--- src/rtl/fpnew_result_reorder_buffer.sv ---
// fpnew_result_reorder_buffer
//   In-order writeback buffer for an FPU operation group. A slot ID is handed
//   out at issue and travels through the operation group as the op tag.
//   Results may come back in any order; they are released to the writeback
//   port strictly in issue order together with the caller's original tag.
//
// Ports
//   clk_i, rst_i        clock, asynchronous active-high reset
//   flush_i             synchronous flush of every slot (blocks all handshakes)
//   issue_*             slot allocation handshake; issue_id_o = allocated ID
//   res_*               out-of-order result return, addressed by slot ID
//   out_*               in-order writeback of the head slot
//   count_o, busy_o     number of allocated slots, non-empty flag
//   err_o               sticky protocol error (bad or duplicate result ID)
module fpnew_result_reorder_buffer #(
  parameter int Width    = 32,
  parameter int Depth    = 4,
  parameter int TagWidth = 8,
  localparam int IdWidth = $clog2(Depth)
) (
  input  logic                clk_i,
  input  logic                rst_i,
  input  logic                flush_i,
  input  logic                issue_valid_i,
  output logic                issue_ready_o,
  input  logic [TagWidth-1:0] issue_tag_i,
  output logic [IdWidth-1:0]  issue_id_o,
  input  logic                res_valid_i,
  output logic                res_ready_o,
  input  logic [IdWidth-1:0]  res_id_i,
  input  logic [Width-1:0]    res_result_i,
  input  logic [4:0]          res_status_i,
  input  logic                res_ext_bit_i,
  output logic                out_valid_o,
  input  logic                out_ready_i,
  output logic [Width-1:0]    out_result_o,
  output logic [4:0]          out_status_o,
  output logic                out_ext_bit_o,
  output logic [TagWidth-1:0] out_tag_o,
  output logic [IdWidth:0]    count_o,
  output logic                busy_o,
  output logic                err_o
);

  localparam logic [IdWidth:0]   CountMax = (IdWidth+1)'(Depth);
  localparam logic [IdWidth:0]   CntOne   = (IdWidth+1)'(1);
  localparam logic [IdWidth-1:0] IdOne    = IdWidth'(1);

  logic [Depth-1:0]    r_alloc;
  logic [Depth-1:0]    r_done;
  logic [TagWidth-1:0] r_tag    [Depth];
  logic [Width-1:0]    r_result [Depth];
  logic [4:0]          r_status [Depth];
  logic [Depth-1:0]    r_ext;
  logic [IdWidth-1:0]  r_wr_ptr;
  logic [IdWidth-1:0]  r_rd_ptr;
  logic [IdWidth:0]    r_count;
  logic                r_err;

  logic w_issue_hs;
  logic w_res_hs;
  logic w_res_slot_open;
  logic w_res_ok;
  logic w_res_err;
  logic w_retire_hs;

  // Ready is taken from the registered count only: a full buffer that
  // retires this cycle still refuses the issue (no bypass path).
  assign issue_ready_o = (r_count < CountMax) && !flush_i;
  assign issue_id_o    = r_wr_ptr;
  assign res_ready_o   = !flush_i;

  assign w_issue_hs      = issue_valid_i & issue_ready_o;
  assign w_res_hs        = res_valid_i & res_ready_o;
  // Uses pre-edge alloc, so a result aimed at the slot being allocated in
  // the same cycle is rejected as an error.
  assign w_res_slot_open = r_alloc[res_id_i] & ~r_done[res_id_i];
  assign w_res_ok        = w_res_hs & w_res_slot_open;
  assign w_res_err       = w_res_hs & ~w_res_slot_open;

  // Writeback is driven purely from stored state; no res_* -> out_* path.
  assign out_valid_o   = r_alloc[r_rd_ptr] & r_done[r_rd_ptr] & !flush_i;
  assign out_result_o  = r_result[r_rd_ptr];
  assign out_status_o  = r_status[r_rd_ptr];
  assign out_ext_bit_o = r_ext[r_rd_ptr];
  assign out_tag_o     = r_tag[r_rd_ptr];
  assign w_retire_hs   = out_valid_o & out_ready_i;

  assign count_o = r_count;
  assign busy_o  = (r_count != '0);
  assign err_o   = r_err;

  always_ff @(posedge clk_i or posedge rst_i) begin
    if (rst_i) begin
      r_alloc  <= '0;
      r_done   <= '0;
      r_ext    <= '0;
      r_wr_ptr <= '0;
      r_rd_ptr <= '0;
      r_count  <= '0;
      r_err    <= 1'b0;
      for (int i = 0; i < Depth; i++) begin
        r_tag[i]    <= '0;
        r_result[i] <= '0;
        r_status[i] <= '0;
      end
    end else if (flush_i) begin
      // Control state only; stale data fields are harmless once alloc is 0.
      r_alloc  <= '0;
      r_done   <= '0;
      r_wr_ptr <= '0;
      r_rd_ptr <= '0;
      r_count  <= '0;
      r_err    <= 1'b0;
    end else begin
      // Issue, result and retire always address distinct slots when they
      // coincide, so the three updates below never collide.
      if (w_issue_hs) begin
        r_alloc[r_wr_ptr] <= 1'b1;
        r_done[r_wr_ptr]  <= 1'b0;
        r_tag[r_wr_ptr]   <= issue_tag_i;
        r_wr_ptr          <= r_wr_ptr + IdOne;
      end
      if (w_res_ok) begin
        r_result[res_id_i] <= res_result_i;
        r_status[res_id_i] <= res_status_i;
        r_ext[res_id_i]    <= res_ext_bit_i;
        r_done[res_id_i]   <= 1'b1;
      end
      if (w_retire_hs) begin
        r_alloc[r_rd_ptr] <= 1'b0;
        r_done[r_rd_ptr]  <= 1'b0;
        r_rd_ptr          <= r_rd_ptr + IdOne;
      end
      if (w_res_err) begin
        r_err <= 1'b1;
      end
      case ({w_issue_hs, w_retire_hs})
        2'b10:   r_count <= r_count + CntOne;
        2'b01:   r_count <= r_count - CntOne;
        default: r_count <= r_count;
      endcase
    end
  end

endmodule

--- config.mk ---
export PLATFORM = sky130hd
export DESIGN_NAME = fpnew_result_reorder_buffer
export DESIGN_NICKNAME = d
export VERILOG_FILES = /design/src/rtl/fpnew_result_reorder_buffer.sv
export SDC_FILE = /design/constraint.sdc
export NUM_CORES = 1
export LEC_CHECK = 0
export ABC_AREA = 1
export BUFFER_PORTS_ARGS = -buffer_cell sky130_fd_sc_hd__buf_2
export CORE_MARGIN = 2
export CORE_UTILIZATION = 25
export CTS_CLUSTER_SIZE = 30
export DETAILED_ROUTE_END_ITERATION = 7
export PLACE_DENSITY = 0.47
export SLEW_MARGIN = 10
export SYNTH_ARGS = -nofsm -noshare
export SYNTH_HDL_FRONTEND = slang
export SYNTH_SLANG_ARGS = --single-unit
--- constraint.sdc ---
create_clock -name clk_i -period 9 [get_ports clk_i]
set_clock_uncertainty 0.15 [all_clocks]
set_input_delay 0.45 -clock clk_i [delete_from_list [all_inputs] [get_ports clk_i]]
set_output_delay 0.45 -clock clk_i [all_outputs]
set_load 0.01 [all_outputs]
# Word-level counts from Yosys, hierarchy flattened
# Index checks and enable logic that the tools add are counted.
[word_totals]
inputBits = 54
elab_cells = 125
output_inout_bits = 56
reg_bits = 200
[op_classes]
n_reduce_logical = 14
n_lt_le_gt_ge = 12
n_bitwise = 21
n_addsub = 4
n_mux = 53
n_eq_ne = 2
[ops]
columns = ["cell", "n"]
rows = [
  ["$bwmux 128", 1],
  ["$mux 32", 3],
  ["$bmux 32 s2", 1],
  ["$demux 32 s2", 1],
  ["$mux 4", 10],
  ["$bwmux 32", 1],
  ["$mux 8", 3],
  ["$bwmux 20", 1],
  ["$bmux 8 s2", 1],
  ["$demux 8 s2", 1],
  ["$mux 5", 3],
  ["$and 4x4->4", 3],
  ["$bmux 1 s2", 5],
  ["$bmux 5 s2", 1],
  ["$demux 5 s2", 1],
  ["$mux 1", 10],
  ["$ge 3x3->1 const B", 3],
  ["$lt 2x3->1 const B", 3],
  ["$not 2->3", 3],
  ["$and 1x1->1", 8],
  ["$mux 2", 4],
  ["$not 4->4", 2],
  ["$or 4x4->4", 2],
  ["$demux 1 s2", 3],
  ["17 further kinds", 32],
]

# Depth between registers and ports, before layout
# Gate-level depths: netlist (run 1).
[depth]
word_depth = 14
depth_mapped = 14
ltp_nobuf = 14

# Least setup slack after synthesis (run 1)
# Ideal clock, no wire load.
[synth_path]
path_kind = "input-to-reg"
from = "in flush_i"
to = "reg r_count[1] (netlist: count_o[1])"
path_slack_ns = 6.789
cell_stages = 11
t_required_ns = 8.724
arrival_ns = 1.935
setup_time_ns = 0.126
path_buffers = 1
cell_sequence = "inv_1 -> buf_2 -> nand2_1 -> nor2_1 -> nand2_1 -> inv_2 -> nand2_1 -> inv_1 -> fa_1 -> nand2_1 -> o21ai_0"
[synth_between]
elab_chain_len = 6
word_cells_on_any_way = 10
cone_classes = "2 x eq/ne; 2 x mux; 3 x bitwise; 3 x reduce/logical"
[synth_lines]
columns = ["item", "line", "rtl"]
rows = [
  ["from (decl)", "23", "input logic flush_i,"],
  ["$logic_not 1->1 (*)", "--", ""],
  ["via res_ready_o", "29", "output logic res_ready_o,"],
  ["$and 1x1->1 (*)", "82", "assign out_valid_o = r_alloc[r_rd_ptr] & r_done[r_rd_ptr] & !flush_i;"],
  ["via out_valid_o", "34", "output logic out_valid_o,"],
  ["$and 1x1->1 (*)", "87", "assign w_retire_hs = out_valid_o & out_ready_i;"],
  ["$eq 2x1->1 / $eq 2x2->1 (equally long branches)", "138", "case ({w_issue_hs, w_retire_hs})"],
  ["$pmux 3 s2", "138", ""],
  ["$mux 3", "107", "end else if (flush_i) begin"],
  ["to (signal assigned)", "139", "2'b10: r_count <= r_count + CntOne;"],
  ["to (signal assigned)", "140", "2'b01: r_count <= r_count - CntOne;"],
  ["to (signal assigned)", "141", "default: r_count <= r_count;"],
  ["to (decl)", "57", "logic [IdWidth:0] r_count;"],
]
# The timed path passes the listed nets; every way through them passes the cells marked *.
# A chain may end at the register's enable or synchronous reset.

# Final worst setup path (run 1)
[layout_path]
from = "reg r_rd_ptr[0]"
to = "out out_status_o[4]"
[layout_between]
elab_chain_len = 4
[layout_lines]
columns = ["item", "line", "rtl"]
rows = [
  ["from (decl)", "56", "logic [IdWidth-1:0] r_rd_ptr;"],
  ["from (signal assigned)", "133", "r_rd_ptr <= r_rd_ptr + IdOne;"],
  ["$not 2->3 (implied by the code)", "84", "assign out_status_o = r_status[r_rd_ptr];"],
  ["$bmux 5 s2", "84", ""],
  ["$mux 5 (implied by the code) (2 in a row)", "84", ""],
  ["to (decl)", "37", "output logic [4:0] out_status_o,"],
]
# No other way between the ends. The select of a mux whose other input is x is not followed.

==> reports/metrics.cfg, run 1 <==
[run_status]
status = finished clean

[placed_design]
hpwl_um = 14700
gp_congestion = 0.709
post_dp_cell_area_mm2 = 0.00967
portBuffers = 109

[critical_path]
r2r_start = r_rd_ptr[0]
ff2ff_path_depth = 12
r2r_slack_ns = 5.72
cp-start-kind = flop
critPathMaxStageDelay_ns = 0.78
endpoint_kind = output pin
slowest_stage = inv_2
path_cells = inv_2, buf_4, o21ai_0, o22ai_1, buf_2
crit_required_ns = 8.40
worstReg2RegEnd = count_o[1]
critPathKind = flop to output pin
critPathMaxFanout = 53
arrival_ns = 3.11
cp.depth = 5
crit_family = buffers and inverters
cp_num_buf_inv = 3

[floorplan]
num_rows = 69
die_area_mm2 = 0.0371
start_util_pct = 25.2
die_w_um = 193
io_pins = 110
fp.dieH_um = 193
core-area_mm2 = 0.0353

[finish]
final_area_mm2 = 0.0102
areaGrowthSynthToFinish_pct = 15.0
mostFrequentLayoutCells = o21ai_0 (236), nand2_1 (225), dfrtp_1 (199)
layout.nets = 1156
layout_commonest_cell = o21ai_0
n_antenna_cell = 0
drive_gt1_share_pct = 14.4
final.fill_count = 3816

[clock_tree]
cts_tree = yes
ctsHoldBuffers = 0
clk_pin_slew_ns = 0.08
clock_sinks = 200
cts-root-buf = clkbuf_16
htreeDepth = 4
cts.path.max_buffers = 2
cts_buffers = 17
clk_latency_ns = 0.44
postCtsSetupBuffers = 0
cts_resized = 0

[detailed_routing]
firstDrtPassIters = 5
via_per_inst = 4.57
routed_wl_um = 24500
vias = 7164
ant_nets = 0
route.detailed.drc = 0
wl_per_cell_um = 15.6
drt-initial-drc-count = 400

[sta]
report.final.slew_viol_count = 0
rsz0062_at_grt = no
setup_violations = 0
hold_violations = 0
tns_ns = 0
slew_headroom_pct = 34.6
tightestPinTransition_ns = 0.981
final.min_clock_period_ns = 3.71
fmax_ghz = 0.270
fin_crit_sh_pct = 41.2

[synthesis]
syn-instance-count = 1023
ys_ff_latch = 200
syn_avg_cell_area_um2 = 8.70
synth.area.top_cells = dfrtp_1 (56%), o21ai_0 (13%), nand2_1 (9.5%), nor2_1 (4.4%), o22ai_1 (3.2%)
seq_area_frac_synth_pct = 56.2
netlist.area_leader.share_pct = 56.2
synth_largest_area_cell = dfrtp_1
synthesis.area_mm2 = 0.00890
synth_warnings = 0
yosysUniqueCellTypes = 24
syn-num-nets = 1086

[flow_run]
drv_cap = 0

[power_and_ir_drop]
vdd_drop_max_v = 0.000134
leakage_nw = 5.02
p_per_area_mw_per_mm2 = 219

[worst_hold_path]
hold_path.class = input port to asynchronous set/reset pin

[grt]
grt_max_degree = 135
grt_antenna_before_repair = 0
grt_usage_pct = 13.7
grt_pass1_vias = 6728
grt_pass1_wl_um = 38900
grt_overflow = 0

logic make-up (layout without fill, tap and decap cells):
logic type / count (synthesis) / after routing / synth area share (%)
AO/OA/AOI/OAI: 339 / 339 / 19.8
buffers and inverters: 130 / 213 / 7.46
adder cells (fa/ha/maj): 9 / 9 / 1.35
flip-flops: 200 / 200 / 56.2
AND/OR/NAND/NOR: 345 / 345 / 15.2
flip-flops by register name (all words and copies together) (netlist names):
signal / cells
r_status: 20
r_tag: 32
r_done: 4
r_alloc: 4
r_ext: 4
issue_id_o: 2
count_o: 3
err_o: 1
r_rd_ptr: 2
r_result: 128
power by group:
part           switching (mW)  total (mW)  leakage (nW)  internal (mW)
clock                   0.370       0.759         0.279          0.389
combinational           0.194       0.334          2.05          0.141
sequential             0.0900        1.15          2.70           1.06
total                   0.653        2.25          5.02           1.59
worst max path at each step:
stage / start / endpoint / slack, ns
floorplan: rst_i / count_o[0] / 2.95
global placement: r_rd_ptr[0] / count_o[1] / 5.71
detailed placement: r_rd_ptr[0] / count_o[1] / 5.66
CTS: r_rd_ptr[0] / out_result_o[17] / 5.20
global route: r_rd_ptr[0] / out_status_o[4] / 5.00
finish: r_rd_ptr[0] / out_status_o[4] / 5.29
layer usage:
layer	wire (um)	GRT usage [%]	vias to the layer above
met4	248	3.58	0
met3	1010	2.76	15
li1	-	-	3521
met1	12100	19.4	3477
met5	0	0	-
met2	11100	21.2	151
area by class of cell:
type | count | area, um2 | area share, %
sequential | 200 | 5010 | 48.9
inverter | 63 | 244 | 2.38
timing repair buffer | 118 | 613 | 5.99
clock buffer | 18 | 429 | 4.19
tap | 461 | 577 | 5.63
multi-input combinational | 693 | 3230 | 31.6
clock inverter | 14 | 134 | 1.31
metrics by stage:
step / power, mW / worst slack, ns / std cells / utilization (%) / hold WS [ns]
after detailed placement: 1.51 / 5.66 / 1535 / 27.4 / 0.318
after CTS: 2.29 / 5.20 / 1567 / 29.0 / 0.104
after floorplan: 1.38 / 2.95 / 1023 / - / 0.298
after global placement: 1.51 / 5.71 / 1535 / 27.4 / 0.310
final: 2.25 / 5.29 / 1567 / 29.0 / 0.0457
after global routing: 2.40 / 5.00 / 1567 / 29.0 / 0.136
worst register-to-register path, cell delays in order (launching register included):
cell and delay (ns):
dfrtp_2 0.66, inv_2 0.80, nand3_1 0.17, nand2_1 0.10, nor2_1 0.04, nor2_1 0.23
nand2_1 0.17, inv_2 0.15, nand2_1 0.10, inv_1 0.08, fa_1 0.40, nand2_1 0.07
o21ai_0 0.07
synth_stat cells (all sizes together):
library cell and count:
clkinv 1, o21ai 281, inv 62, a22o 1, nand3 14, dfrtp 200, o2111ai 1, nand2 225
ha 8, fa 1, nor2b 1, nand4 1, a21oi 9, clkbuf 50, nor2 104, o22ai 46
buf 17, a22oi 1
No activity file was read; power rests on OpenSTA's default activity.
==> run 2, diff against run 1 <==
Clock period 9 ns to 3.85 ns, I/O delays scaled along.
==> reports/metrics.cfg, run 2 (same netlist as run 1, synthesis figures left out) <==
[finish]
layout_commonest_cell = o21ai_0
drive_gt1_share_pct = 14.2  ; -0.23 points
mostFrequentLayoutCells = o21ai_0 (236), nand2_1 (225), dfrtp_1 (198)
regMostFlops = r_result
n_antenna_cell = 0  ; unchanged
areaGrowthSynthToFinish_pct = 21.7
largest_reg_flops = 128  ; unchanged
layout.nets = 1209  ; +4.6%
instances_no_fill = 1620  ; +3.4%
final.fill_count = 3757  ; -1.5%
reg_top3 = r_result x128, r_tag x32, r_status x20

[grt]
grt_overflow = 0  ; unchanged
grt_pass1_wl_um = 39900  ; +2.4%
grt_usage_pct = 13.9  ; +0.14 points
grt_max_degree = 90  ; -33%
grt_pass1_vias = 7193  ; +6.9%
grt_antenna_before_repair = 0  ; unchanged

[clock_tree]
cts_tree = yes
clock_sinks = 200  ; unchanged
cts-root-buf = clkbuf_16
clk_latency_ns = 0.44  ; about the same
clk_pin_slew_ns = 0.08  ; about the same
postCtsSetupBuffers = 0  ; unchanged
cts.path.max_buffers = 2  ; unchanged
htreeDepth = 4  ; unchanged
cts_buffers = 17  ; unchanged

[sta]
slew_headroom_pct = 38.5  ; +3.9 points
hold_violations = 0  ; unchanged
setup_violations = 0  ; unchanged
tns_ns = 0  ; unchanged
report.final.slew_viol_count = 0  ; unchanged
tightestPinTransition_ns = 0.922  ; -0.0591 ns
fmax_ghz = 0.331
fin_crit_sh_pct = 78.4
rsz0062_at_grt = no
final.min_clock_period_ns = 3.02

[detailed_routing]
via_per_inst = 4.50  ; -1.7%
firstDrtPassIters = 5  ; unchanged
route.detailed.drc = 0  ; unchanged
vias = 7282  ; +1.6%
ant_nets = 0  ; unchanged
drt-initial-drc-count = 456  ; +14%
wl_per_cell_um = 15.2  ; -3.1%
routed_wl_um = 24500  ; +0.16%

[critical_path]
r2r_slack_ns = 1.09  ; -4.63 ns
crit_family = buffers and inverters
ff2ff_path_depth = 12  ; unchanged
endpoint_kind = output pin
critPathMaxStageDelay_ns = 0.76  ; -0.02 ns
critPathMaxFanout = 80  ; +51%
worstReg2RegEnd = count_o[1]
crit_required_ns = 3.51  ; -4.89 ns
r2r_start = r_rd_ptr[0]
slowest_stage = buf_4
arrival_ns = 2.68  ; -0.43 ns
path_cells = clkinv_2, buf_4, o21ai_0, o22ai_1, buf_2
critPathKind = flop to output pin
cp_num_buf_inv = 3  ; unchanged
cp-start-kind = flop

[power_and_ir_drop]
power_frac_seq_pct = 50.7  ; -0.6 points
vdd_drop_max_v = 0.000293  ; +120%
p_per_area_mw_per_mm2 = 491  ; +120%
power.internal_mw = 3.76  ; +140%
leakage_nw = 5.27  ; +4.8%
switching_share_pct = 29.2  ; +0.099 points
p_comb_share_pct = 15.7  ; +0.8 points
power_frac_clock_pct = 33.5  ; -0.3 points
p_sw_mw = 1.55  ; +140%

[floorplan]
start_util_pct = 25.2  ; unchanged
fp.dieH_um = 193  ; unchanged
io_pins = 110  ; unchanged
die_w_um = 193  ; unchanged
die_area_mm2 = 0.0371  ; unchanged
num_rows = 69  ; unchanged
core-area_mm2 = 0.0353  ; unchanged

[placed_design]
hpwl_um = 14600  ; about the same
dp.cells = 1537  ; +0.13%
portBuffers = 109  ; unchanged
gp_congestion = 0.715  ; +0.85%

[worst_hold_path]
holdPathStages = 5
worstHoldStart = issue_valid_i
hold_path.class = input port to flop
hold_end = count_o[0]

[run_status]
status = finished clean

[flow_run]
drv_cap = 0  ; unchanged

-- run 2: cell count changes in the layout (fill, tap and decap cells not counted), sizes merged --
cell / before / now
dlygate4sd3: 0 / 51
clkinv: 5 / 8
inv: 70 / 67
buf: 118 / 120
clkbuf: 18 / 17
clkinvlp: 1 / 2
-- run 2: tightest hold or removal path, cell delays in order --
cell	delay, ns
buf_2	0.09
nand2_1	0.13
nand2_1	0.11
nand3_1	0.09
a21oi_1	0.06
-- run 2: timing repair --
action / in CTS / in global routing
gates resized for setup: 0 / 0
hold endpoints to repair: 210 / 0
hold buffers: 51 / 0
-- run 2: layout make-up --
| class | instances | area, um2 | area share [%] |
|---|---|---|---|
| well taps | 461 | 577 | 5.32 |
| repair buffers | 171 | 1190 | 11.0 |
| multi-input cells | 693 | 3250 | 30.0 |
| flip-flops and latches | 200 | 5010 | 46.2 |
| clock buffers | 17 | 425 | 3.93 |
| inverters | 63 | 241 | 2.23 |
| clock inverters | 15 | 143 | 1.32 |
-- run 2: worst max path at each step --
stage | start | end | slack (ns) | depth (start not counted)
after floorplan | rst_i | count_o[0] | 0.92 | 1
after global placement | r_rd_ptr[0] | count_o[1] | 1.14 | 12
after detailed placement | r_rd_ptr[0] | count_o[1] | 1.09 | 12
after CTS | r_rd_ptr[0] | out_status_o[4] | 0.78 | 5
after global routing | r_rd_ptr[0] | out_result_o[0] | 0.63 | 5
final | r_rd_ptr[0] | out_tag_o[7] | 0.83 | 5
-- run 2: power groups by stage --
stage          Clock (mW)  Combinational [mW]  Sequential, mW
3_3_place_gp            0               0.799            2.73
6_report             1.78               0.836            2.70
4_1_cts              1.85               0.859            2.70
2_1_floorplan           0               0.535            2.69
5_1_grt              1.94               0.989            2.75
3_5_place_dp            0               0.818            2.73
-- run 2: per-layer routing --
layer | global-route usage, % | vias up | part of all wire [%]
met1 | 19.0 | 3500 | 49
met5 | 0 | - | 0
li1 | - | 3627 | -
met3 | 2.67 | 11 | 4.2
met2 | 22.3 | 144 | 46
met4 | 3.70 | 0 | 0.80
-- run 2: metrics by stage --
step	util, %	area, um2	worst slack (ns)	total power [mW]	hold WS (ns)
after floorplan	-	8910	0.919	3.22	0.219
after detailed placement	27.6	9760	1.09	3.55	0.182
final	30.7	10800	0.832	5.32	0.125
after global routing	30.7	10800	0.632	5.67	0.195
after CTS	30.7	10800	0.783	5.41	0.112
after global placement	27.6	9760	1.14	3.53	0.175
